`config.mk`:
```
export PLATFORM = sky130hd
export DESIGN_NAME = dsp_pipe_reg_flat
export DESIGN_NICKNAME = d
export VERILOG_FILES = /design/src/rtl/dsp_pkg.sv /design/src/rtl/dsp_pipe_reg_if.sv /design/src/rtl/dsp_pipe_stage.sv /design/src/rtl/dsp_pipe_reg.sv /design/src/flat_wrapper.sv
export SDC_FILE = /design/constraint.sdc
export NUM_CORES = 1
export LEC_CHECK = 0
export ABC_AREA = 0
export CORE_ASPECT_RATIO = 1.5
export CORE_MARGIN = 2
export CORE_UTILIZATION = 35
export DETAILED_ROUTE_END_ITERATION = 8
export PLACE_DENSITY = 0.8
export RECOVER_POWER = 25
export SLEW_MARGIN = 20
export SYNTH_ARGS = -nofsm -noshare
export SYNTH_HDL_FRONTEND = slang
export SYNTH_SLANG_ARGS = --single-unit
```
`constraint.sdc`:
```
create_clock -name CLK -period 1.8 [get_ports CLK]
set_input_delay 0.54 -clock CLK [delete_from_list [all_inputs] [get_ports CLK]]
set_output_delay 0.54 -clock CLK [all_outputs]
set_load 0.01 [all_outputs]
```
`src/rtl/dsp_pkg.sv`:
```
// Shared DSP pipeline definitions: reset-type encodings for the legacy
// register wrappers, the maximum pipeline depth and small helper functions
// used to size and count the occupancy of the pipeline.
package dsp_pkg;

    typedef enum logic {
        SYNC  = 1'b0,
        ASYNC = 1'b1
    } rst_type_e;

    localparam int MAX_PIPE_DEPTH = 8;

    // Ceiling log2; clog2(1) = 0, clog2(2) = 1, clog2(9) = 4.
    function automatic int clog2(input int value);
        int result;
        result = 0;
        for (int i = 0; i < 16; i++) begin
            if ((1 << i) < value) begin
                result = i + 1;
            end
        end
        return result;
    endfunction

    // Width of the occupancy counter; never narrower than one bit.
    function automatic int pendWidth(input int depth);
        return (depth == 0) ? 1 : clog2(depth + 1);
    endfunction

    function automatic int popcount(input logic [MAX_PIPE_DEPTH-1:0] bits);
        int count;
        count = 0;
        for (int i = 0; i < MAX_PIPE_DEPTH; i++) begin
            count = count + int'(bits[i]);
        end
        return count;
    endfunction

endpackage

```
`src/rtl/dsp_pipe_reg_if.sv`:
```
// Data/valid/control bundle of the DSP pipeline register.
// With PIPE_PARITY_EN defined the bundle also carries the sticky PERR flag.
interface dsp_pipe_reg_if #(
    parameter int WIDTH = 48,
    parameter int DEPTH = 1
);
    import dsp_pkg::*;

    localparam int PW = pendWidth(DEPTH);

    logic             CE;
    logic             FLUSH;
    logic [WIDTH-1:0] D;
    logic             D_VALID;
    logic [WIDTH-1:0] Q;
    logic             Q_VALID;
    logic [PW-1:0]    PEND;
    logic             BUSY;
`ifdef PIPE_PARITY_EN
    logic             PERR;

    modport master (output CE, FLUSH, D, D_VALID,
                    input  Q, Q_VALID, PEND, BUSY, PERR);
    modport slave  (input  CE, FLUSH, D, D_VALID,
                    output Q, Q_VALID, PEND, BUSY, PERR);
`else
    modport master (output CE, FLUSH, D, D_VALID,
                    input  Q, Q_VALID, PEND, BUSY);
    modport slave  (input  CE, FLUSH, D, D_VALID,
                    output Q, Q_VALID, PEND, BUSY);
`endif

endinterface

```
`src/rtl/dsp_pipe_stage.sv`:
```
// One register stage of the DSP pipeline: data word plus its valid bit.
// With PIPE_PARITY_EN defined the stage also carries an even-parity bit.
module dsp_pipe_stage #(
    parameter int               WIDTH  = 48,
    parameter logic [WIDTH-1:0] RSTVAL = '0
) (
    input  logic             CLK,
    input  logic             RST,
    input  logic             CE,
    input  logic             FLUSH,
    input  logic [WIDTH-1:0] D,
    input  logic             D_VALID,
`ifdef PIPE_PARITY_EN
    input  logic             D_PAR,
    output logic             Q_PAR,
`endif
    output logic [WIDTH-1:0] Q,
    output logic             Q_VALID
);

    logic [WIDTH-1:0] r_data;
    logic             r_valid;
`ifdef PIPE_PARITY_EN
    localparam logic RSTPAR = ^RSTVAL;
    logic             r_par;
`endif

    // Reset and flush return the stage to an empty bubble; CE advances it.
    always_ff @(posedge CLK or posedge RST) begin
        if (RST) begin
            r_data  <= RSTVAL;
            r_valid <= 1'b0;
`ifdef PIPE_PARITY_EN
            r_par   <= RSTPAR;
`endif
        end else if (FLUSH) begin
            r_data  <= RSTVAL;
            r_valid <= 1'b0;
`ifdef PIPE_PARITY_EN
            r_par   <= RSTPAR;
`endif
        end else if (CE) begin
            r_data  <= D;
            r_valid <= D_VALID;
`ifdef PIPE_PARITY_EN
            r_par   <= D_PAR;
`endif
        end
    end

    assign Q       = r_data;
    assign Q_VALID = r_valid;
`ifdef PIPE_PARITY_EN
    assign Q_PAR   = r_par;
`endif

endmodule

```
`src/rtl/dsp_pipe_reg.sv`:
```
// DEPTH-stage DSP delay line with travelling valid bit, shared clock enable,
// synchronous flush and registered occupancy count. DEPTH=0 is a pure wire.
// Optional PIPE_PARITY_EN adds per-stage parity and a sticky PERR output.
module dsp_pipe_reg
    import dsp_pkg::*;
#(
    parameter int               WIDTH  = 48,
    parameter int               DEPTH  = 1,
    parameter logic [WIDTH-1:0] RSTVAL = '0
) (
    input logic           CLK,
    input logic           RST,
    dsp_pipe_reg_if.slave bus
);

    generate
        if (DEPTH == 0) begin : g_bypass
            logic w_unused;

            assign bus.Q       = bus.D;
            assign bus.Q_VALID = bus.D_VALID;
            assign bus.PEND    = '0;
            assign bus.BUSY    = 1'b0;
`ifdef PIPE_PARITY_EN
            assign bus.PERR    = 1'b0;
`endif
            assign w_unused = &{1'b0, CLK, RST, bus.CE, bus.FLUSH, RSTVAL};
        end else begin : g_pipe
            localparam int PW = pendWidth(DEPTH);

            logic [WIDTH-1:0]          w_data [0:DEPTH];
            logic [DEPTH:0]            w_valid;
            logic [MAX_PIPE_DEPTH-1:0] w_validNext;
            logic [PW-1:0]             r_pend;
`ifdef PIPE_PARITY_EN
            logic [DEPTH:0]            w_par;
            logic                      r_perr;

            assign w_par[0] = ^bus.D;
`endif

            assign w_data[0]  = bus.D;
            assign w_valid[0] = bus.D_VALID;

            for (genvar i = 0; i < DEPTH; i++) begin : g_stage
                dsp_pipe_stage #(
                    .WIDTH  (WIDTH),
                    .RSTVAL (RSTVAL)
                ) u_stage (
                    .CLK     (CLK),
                    .RST     (RST),
                    .CE      (bus.CE),
                    .FLUSH   (bus.FLUSH),
                    .D       (w_data[i]),
                    .D_VALID (w_valid[i]),
`ifdef PIPE_PARITY_EN
                    .D_PAR   (w_par[i]),
                    .Q_PAR   (w_par[i+1]),
`endif
                    .Q       (w_data[i+1]),
                    .Q_VALID (w_valid[i+1])
                );
            end

            // The valid bits each stage will hold after a CE edge are exactly
            // the valid inputs currently presented to the stages.
            assign w_validNext = MAX_PIPE_DEPTH'(w_valid[DEPTH-1:0]);

            // Occupancy follows the stages on the same edge with the same priority.
            always_ff @(posedge CLK or posedge RST) begin
                if (RST) begin
                    r_pend <= '0;
                end else if (bus.FLUSH) begin
                    r_pend <= '0;
                end else if (bus.CE) begin
                    r_pend <= PW'(popcount(w_validNext));
                end
            end

`ifdef PIPE_PARITY_EN
            // Sticky error whenever a valid output word disagrees with its parity.
            always_ff @(posedge CLK or posedge RST) begin
                if (RST) begin
                    r_perr <= 1'b0;
                end else if (bus.FLUSH) begin
                    r_perr <= 1'b0;
                end else if (w_valid[DEPTH] && ((^w_data[DEPTH]) ^ w_par[DEPTH])) begin
                    r_perr <= 1'b1;
                end
            end

            assign bus.PERR = r_perr;
`endif

            assign bus.Q       = w_data[DEPTH];
            assign bus.Q_VALID = w_valid[DEPTH];
            assign bus.PEND    = r_pend;
            assign bus.BUSY    = (r_pend != '0);
        end
    endgenerate

endmodule

```
`src/flat_wrapper.sv`:
```
// flat-port wrapper written by rule: the top's interface ports become plain ports
module dsp_pipe_reg_flat import dsp_pkg::*;
#(
    parameter int               WIDTH  = 48,
    parameter int               DEPTH  = 1,
    parameter logic [WIDTH-1:0] RSTVAL = '0
)
  (CLK, RST, bus_CE, bus_FLUSH, bus_D, bus_D_VALID, bus_Q, bus_Q_VALID, bus_PEND, bus_BUSY);
  dsp_pipe_reg_if #(.WIDTH(WIDTH), .DEPTH(DEPTH)) bus_i ();
  input logic CLK;
  input logic RST;
  input wire logic [$bits(bus_i.CE)-1:0] bus_CE;
  input wire logic [$bits(bus_i.FLUSH)-1:0] bus_FLUSH;
  input wire logic [$bits(bus_i.D)-1:0] bus_D;
  input wire logic [$bits(bus_i.D_VALID)-1:0] bus_D_VALID;
  output wire logic [$bits(bus_i.Q)-1:0] bus_Q;
  output wire logic [$bits(bus_i.Q_VALID)-1:0] bus_Q_VALID;
  output wire logic [$bits(bus_i.PEND)-1:0] bus_PEND;
  output wire logic [$bits(bus_i.BUSY)-1:0] bus_BUSY;
  assign bus_i.CE = bus_CE;
  assign bus_i.FLUSH = bus_FLUSH;
  assign bus_i.D = bus_D;
  assign bus_i.D_VALID = bus_D_VALID;
  assign bus_Q = bus_i.Q;
  assign bus_Q_VALID = bus_i.Q_VALID;
  assign bus_PEND = bus_i.PEND;
  assign bus_BUSY = bus_i.BUSY;
  dsp_pipe_reg #(.WIDTH(WIDTH), .DEPTH(DEPTH), .RSTVAL(RSTVAL)) u_core (.CLK(CLK), .RST(RST), .bus(bus_i));
endmodule
```
==> results of run 1 <==
==> synth_stat cells <==
cell type / number / area (um^2)
buf_12: 1 / 20.0
buf_2: 1 / 5.00
buf_4: 5 / 37.5
buf_6: 1 / 11.3
buf_8: 1 / 15.0
clkbuf_1: 4 / 15.0
dfrtp_1: 49 / 1230
inv_1: 1 / 3.75
mux2i_1: 49 / 490
nor2_1: 49 / 184
==> power by group <==
part,internal (mW),switching (mW)
Clock,0.273,0.374
Sequential,1.16,0.0322
Combinational,0.274,0.179
==> metrics by stage <==
step	hold slack (ns)	instances	area, um^2
4_1_cts	0.534	332	3160
5_1_grt	0.555	332	3160
2_1_floorplan	0.555	161	2010
6_report	0.528	332	3160
3_3_place_gp	0.501	324	3070
3_5_place_dp	0.511	324	3070
==> layer usage <==
metal | global-route usage | vias to the layer above | share of wire
li1 | - | 723 | -
met1 | 0.192 | 726 | 0.39
met2 | 0.274 | 60 | 0.53
met3 | 0.0372 | 4 | 0.075
met4 | 0.0433 | 0 | 0.0082
met5 | 0 | - | 0
==> kinds of logic (layout without fill, tap and decap cells) <==
| group | after synthesis | in the layout | share of synthesized area |
|---|---|---|---|
| muxes | 49 | 49 | 0.244 |
| and+or+nand+nor | 49 | 49 | 0.0916 |
| buffers and inverters | 14 | 115 | 0.0536 |
| DFF | 49 | 49 | 0.611 |
==> registers in the layout, summed over array words and instances (netlist names) <==
name / cells
u_core.g_pipe.g_stage.u_stage.Q: 48
u_core.g_pipe.g_stage.u_stage.Q_VALID: 1
==> worst paths after layout <==
check | from | to | slack (ns) | cells past startpoint
max in group asynchronous | RST | u_core.g_pipe.g_stage[0].u_stage.Q[40] | 0.46 | 3
setup / recovery | u_core.g_pipe.g_stage[0].u_stage.Q_VALID | bus_PEND | 0.04 | 1
hold reg to reg | u_core.g_pipe.g_stage[0].u_stage.Q[2] | u_core.g_pipe.g_stage[0].u_stage.Q[2] | 0.53 | 2
min in group asynchronous | RST | u_core.g_pipe.g_stage[0].u_stage.Q[9] | 0.88 | 3
hold / removal | u_core.g_pipe.g_stage[0].u_stage.Q[2] | u_core.g_pipe.g_stage[0].u_stage.Q[2] | 0.53 | 2
setup reg to reg | u_core.g_pipe.g_stage[0].u_stage.Q[26] | u_core.g_pipe.g_stage[0].u_stage.Q[26] | 1.08 | 2
==> layout make-up <==
| type | instances | area [um^2] |
|---|---|---|
| flip-flops and latches | 49 | 1230 |
| well taps | 70 | 87.6 |
| clock buffers | 5 | 68.8 |
| repair buffers | 106 | 1080 |
| inverters | 1 | 3.75 |
| multi-input cells | 98 | 674 |
| clock inverters | 3 | 22.5 |
| fillers | 459 | 2330 |
==> impl_results.md, run 1 <==
- Outcome: completed
- Post-route worst setup slack: 0.0376 ns
- Cell variety after synth: 10
- Slew margin rel.: 0.552
- Commonest non-fill, non-tap cells in the layout: clkdlybuf4s50_1 (95), mux2i_1 (49), nor2_1 (49), dfrtp_1 (49)
- CP arrival: 1.22 ns
- H-tree Lvls: 2
- Num CTS Buffers: 5
- Vias in the first global route: 1577
- Static leakage: 1.55 nW
- Initial core utilization: 0.366
- Final Power: 2.29 mW
- Port Buffer Count: 103
- Period utilisation layout: 0.979
- Routed WL: 4.75 mm
- Worst setup SP type: flip-flop
- Power per cell area: 725 mW/mm^2
- Critical-path cell list: clkdlybuf4s50_1
- Final core occ: 0.576
- Hold Path Class: flip-flop to flip-flop
- # diodes: 0
- P&R area growth vs syn: 57.6%
- Routed WL per cell: 14.3 um
- Final #Nets: 314
- # Post-CTS Setup Buffers: 0
- First-pass GRT wire length: 7.87 mm
- Core area: 0.00549 mm^2
- Post-CTS resize count: 0
- VDD IR max: 0.000483 V
- Family with the most delay on the worst path: buffers and inverters
- Commonest non-fill, non-tap cell in the layout: clkdlybuf4s50_1
- CTS Hold Buffers Added: 0
- Largest net degree at the start of global routing: 50
- RePlAce Congestion: 0.655
- Deepest clock path buffer count: 2
- Maxcap violations: 0
- Die X-Extent: 65.8 um
- Mapped Area: 0.00201 mm^2
- DP HPWL: 3.28 mm
- Via density: 4.56
- # DRC: 0
- Remaining global-route overflow: 0
- Initial detailed-routing violation count: 74
- CP max stage delay: 0.54 ns
- RSZ-0062 raised after global routing: false
- Max FO, Critical Path: 4
- Final ANT Viol Nets: 0
- Final clock skew: 0 ns
- Slowest library cell on the worst path: clkdlybuf4s50_1
- Die Ht: 96.8 um
- Row cnt: 33
- Seq/Total Area, Yosys: 0.611
- #FFs+latches synth: 49
- Fraction of layout cells with a size suffix above 1: 0.0496
- Fin Setup TNS: 0 ns
- Drt first pass iters: 3
- Via count: 1513
- Reg clk slew, reported paths: 0.09 ns
- Final Hold Fails: 0
- Post-Synthesis Cells: 161
- Die ar.: 0.00637 mm^2
- Yosys warning total: 0
- TritonCTS clock tree: built
- Io pins: 104
- Skew-Pair Late Insertion Delay: 0.30 ns
- Post-synthesis net count: 214
- Peak Freq: 567 MHz
- Slew @ Worst Pin: 0.673 ns
- Sink Count: 49
- Critical path class: flip-flop to output port
- Initial antenna violation count: 0
- GRT Total Usage: 0.158
- CP Capture Type: output port
- Post-Place Worst Slack: 0.357 ns
- Worst Path Required: 1.26 ns
- Min Clock Period, post-route: 1.76 ns
- Setup violators final: 0
- Max-slew violation count: 0
- Bufs and invs on worst path: 1
- Root buffer cell: clkbuf_8
- Avg Cell Area, Syn: 12.5 um^2
(Power assumes the default switching activity.)
==> run 2: changes to the inputs <==
--- a/config.mk
+++ b/config.mk
@@ -9,6 +9,7 @@
 export CORE_ASPECT_RATIO = 1.5
 export CORE_MARGIN = 2
 export CORE_UTILIZATION = 35
+export CTS_CLUSTER_SIZE = 16
 export DETAILED_ROUTE_END_ITERATION = 8
 export PLACE_DENSITY = 0.8
 export RECOVER_POWER = 25
==> results of run 2 <==
Same layout as run 1: the final DEF is identical, and so are final timing and power.
==> run 3: changes to the inputs <==
--- a/config.mk
+++ b/config.mk
@@ -6,12 +6,12 @@
 export NUM_CORES = 1
 export LEC_CHECK = 0
 export ABC_AREA = 0
-export CORE_ASPECT_RATIO = 1.5
+export CORE_ASPECT_RATIO = 0.6
 export CORE_MARGIN = 2
-export CORE_UTILIZATION = 35
+export CORE_UTILIZATION = 39
 export CTS_CLUSTER_SIZE = 16
 export DETAILED_ROUTE_END_ITERATION = 8
-export PLACE_DENSITY = 0.8
+export PLACE_DENSITY = 0.84
 export RECOVER_POWER = 25
 export SLEW_MARGIN = 20
 export SYNTH_ARGS = -nofsm -noshare
==> constraint.sdc (replaced) <==
create_clock -name CLK -period 1.7 [get_ports CLK]
set_input_delay 0.51 -clock CLK [delete_from_list [all_inputs] [get_ports CLK]]
set_output_delay 0.51 -clock CLK [all_outputs]
set_load 0.01 [all_outputs]
==> run 3 against run 2 <==
Net effect: hold slack lost 0.0099 ns; die area decreased by 9.6%; sequential share of layout area grew 0.42 points; power is 1.7% higher; setup slack gained 0.18 ns; clock skew did not move; critical path type unchanged; critical endpoint unchanged; largest cell class unchanged.
==> impl_results.md, run 3 (synthesis results as in run 1) <==
- Final ANT Viol Nets: 0 (unchanged)
- Bufs and invs on worst path: 1 (unchanged)
- Port Buffer Count: 103 (unchanged)
- Deepest clock path buffer count: 2 (unchanged)
- GR Util met1: 0.222 (+0.0302)
- M2 GR Usage: 0.266 (-0.00763)
- Static leakage: 1.83 nW (+18%)
- Worst setup SP type: flip-flop
- H-tree Lvls: 2 (unchanged)
- CP arrival: 0.97 ns (-0.25 ns)
- Final Hold Fails: 0 (unchanged)
- Max reg flops: 48 (unchanged)
- Io pins: 104 (unchanged)
- P&R area growth vs syn: 55.9%
- Seq pwr share: 0.542 (+0.021)
- Sw Pwr: 0.558 mW (-4.6%)
- VDD IR max: 0.000463 V (-4.1%)
- Max FO, Critical Path: 4 (unchanged)
- Initial core utilization: 0.401 (+0.0356)
- Clock share of power: 0.270 (-0.012)
- Remaining global-route overflow: 0 (unchanged)
- Largest net degree at the start of global routing: 50 (unchanged)
- Net Sw Frac: 0.239 (-0.0158)
- Row cnt: 20 (-39%)
- Outcome: completed
- RePlAce Congestion: 0.715 (+9.2%)
- Final clock skew: 0 ns (unchanged)
- Core area: 0.00500 mm^2 (-8.9%)
- TritonCTS clock tree: built
- # diodes: 0 (unchanged)
- Final #Nets: 316 (+0.64%)
- Initial antenna violation count: 0 (unchanged)
- Slew @ Worst Pin: 0.624 ns (-0.0483 ns)
- Commonest non-fill, non-tap cells in the layout: mux2i_1 (49), nor2_1 (49), clkdlybuf4s50_1 (49), dfrtp_1 (49), dlygate4sd2_1 (38)
- Critical-path cell list: dlygate4sd2_1
- Non-filler cells in the finished layout: 330 (-0.60%)
- Fin Setup TNS: 0 ns (unchanged)
- GRT busiest layer: met2
- RSZ-0062 raised after global routing: false
- Die X-Extent: 96.6 um (+47%)
- Maxcap violations: 0 (unchanged)
- Logic pwr share: 0.189 (-0.008)
- Sink Count: 49 (unchanged)
- Fraction of layout cells with a size suffix above 1: 0.0455 (-0.00416)
- Placed cells: 322 (-0.62%)
- GRT Total Usage: 0.167 (+0.00867)
- Reg clk slew, reported paths: 0.08 ns (about the same)
- CP Capture Type: output port
- Num CTS Buffers: 5 (unchanged)
- Initial detailed-routing violation count: 34 (-54%)
- DP HPWL: 3.37 mm (+2.7%)
- Max-slew violation count: 0 (unchanged)
- Worst Path Required: 1.19 ns (-0.07 ns)
- Met3 capacity usage during global routing: 0.0578 (+0.0206)
- # DRC: 0 (unchanged)
- Peak Freq: 674 MHz
- Skew-Pair Late Insertion Delay: 0.28 ns (-0.02 ns)
- Cell-internal power: 1.77 mW (+3.9%)
- # Post-CTS Setup Buffers: 0 (unchanged)
- Critical path class: flip-flop to output port
- Critical R2R Launch: u_core.g_pipe.g_stage[0].u_stage.Q[6]
- Via density: 4.52 (-0.86%)
- Power per cell area: 745 mW/mm^2 (+2.8%)
- Via count: 1491 (-1.5%)
- Setup violators final: 0 (unchanged)
- Crit. Startpoint: u_core.g_pipe.g_stage[0].u_stage.Q_VALID
- Root buffer cell: clkbuf_8
- Slew margin rel.: 0.584 (+0.0322)
- Drt first pass iters: 4 (+1)
- Period utilisation layout: 0.872
- Routed WL per cell: 14.0 um (-1.9%)
- Hold Path Class: flip-flop to flip-flop
- Vias in the first global route: 1595 (+1.1%)
- Die ar.: 0.00576 mm^2 (-9.6%)
- Routed WL: 4.63 mm (-2.5%)
- CP max stage delay: 0.40 ns (-0.14 ns)
- Die Ht: 59.6 um (-38%)
- CTS Hold Buffers Added: 0 (unchanged)
- First-pass GRT wire length: 7.58 mm (-3.8%)
- Min-delay src: u_core.g_pipe.g_stage[0].u_stage.Q[38]
- Min Clock Period, post-route: 1.48 ns
- Slowest library cell on the worst path: dfrtp_1
- Family with the most delay on the worst path: flip-flops
run 3: cell types whose count changed in the layout (fill, tap and decap cells not counted):
cell / change
clkbuf_2: +2
dlygate4sd2_1: +38
dlymetal6s2s_1: +8
clkinvlp_4: -3
clkbuf_4: -1
clkdlybuf4s50_1: -46
clkbuf_1: +3
buf_4: +1
run 3: worst paths after layout:
| check | endpoint | slack (ns) | cells past startpoint |
|---|---|---|---|
| worst max-delay path | bus_PEND | 0.22 | 1 |
| min in group asynchronous | u_core.g_pipe.g_stage[0].u_stage.Q[23] | 0.81 | 3 |
| max in group asynchronous | u_core.g_pipe.g_stage[0].u_stage.Q[34] | 0.47 | 3 |
| worst max register to register | u_core.g_pipe.g_stage[0].u_stage.Q[6] | 0.98 | 2 |
| worst min register to register | u_core.g_pipe.g_stage[0].u_stage.Q[38] | 0.52 | 2 |
| worst min-delay path | u_core.g_pipe.g_stage[0].u_stage.Q[38] | 0.52 | 2 |
run 3: power groups by stage:
| stage | logic (mW) | registers (mW) | clock network (mW) |
|---|---|---|---|
| 2_1_floorplan | 0.173 | 1.32 | 0 |
| 3_3_place_gp | 0.481 | 1.28 | 0 |
| 3_5_place_dp | 0.491 | 1.29 | 0 |
| 4_1_cts | 0.456 | 1.26 | 0.656 |
| 5_1_grt | 0.481 | 1.27 | 0.710 |
| 6_report | 0.440 | 1.26 | 0.629 |
run 3: stage by stage:
step / worst slack, ns / hold slack (ns) / total power, mW / util / cell area [um^2]
finish: 0.217 / 0.518 / 2.33 / 0.626 / 3130
global route: 0.162 / 0.557 / 2.46 / 0.626 / 3130
CTS: 0.0000251 / 0.528 / 2.38 / 0.620 / 3100
detailed placement: 0.282 / 0.511 / 1.78 / 0.614 / 3070
global placement: 0.295 / 0.501 / 1.77 / 0.614 / 3070
floorplan: 0.0172 / 0.555 / 1.49 / - / 2010
run 3: layer usage:
metal  share of wire  wire, um
met3           0.080       369
met2            0.46      2130
met5               0         0
met1            0.46      2130
met4               0         0
run 3: what timing repair did:
| action | 4_1_cts | 5_1_grt |
|---|---|---|
| gates cloned | 0 | 0 |
| gates resized for setup | 38 | 13 |
| endpoints found under the setup margin | 38 | 13 |
run 3: layout make-up:
cell class / instances / area [um^2]
clock buffers: 8 / 80.1
well taps: 66 / 82.6
flip-flops and latches: 49 / 1230
inverters: 1 / 3.75
multi-input cells: 98 / 674
fillers: 433 / 1870
repair buffers: 108 / 1060
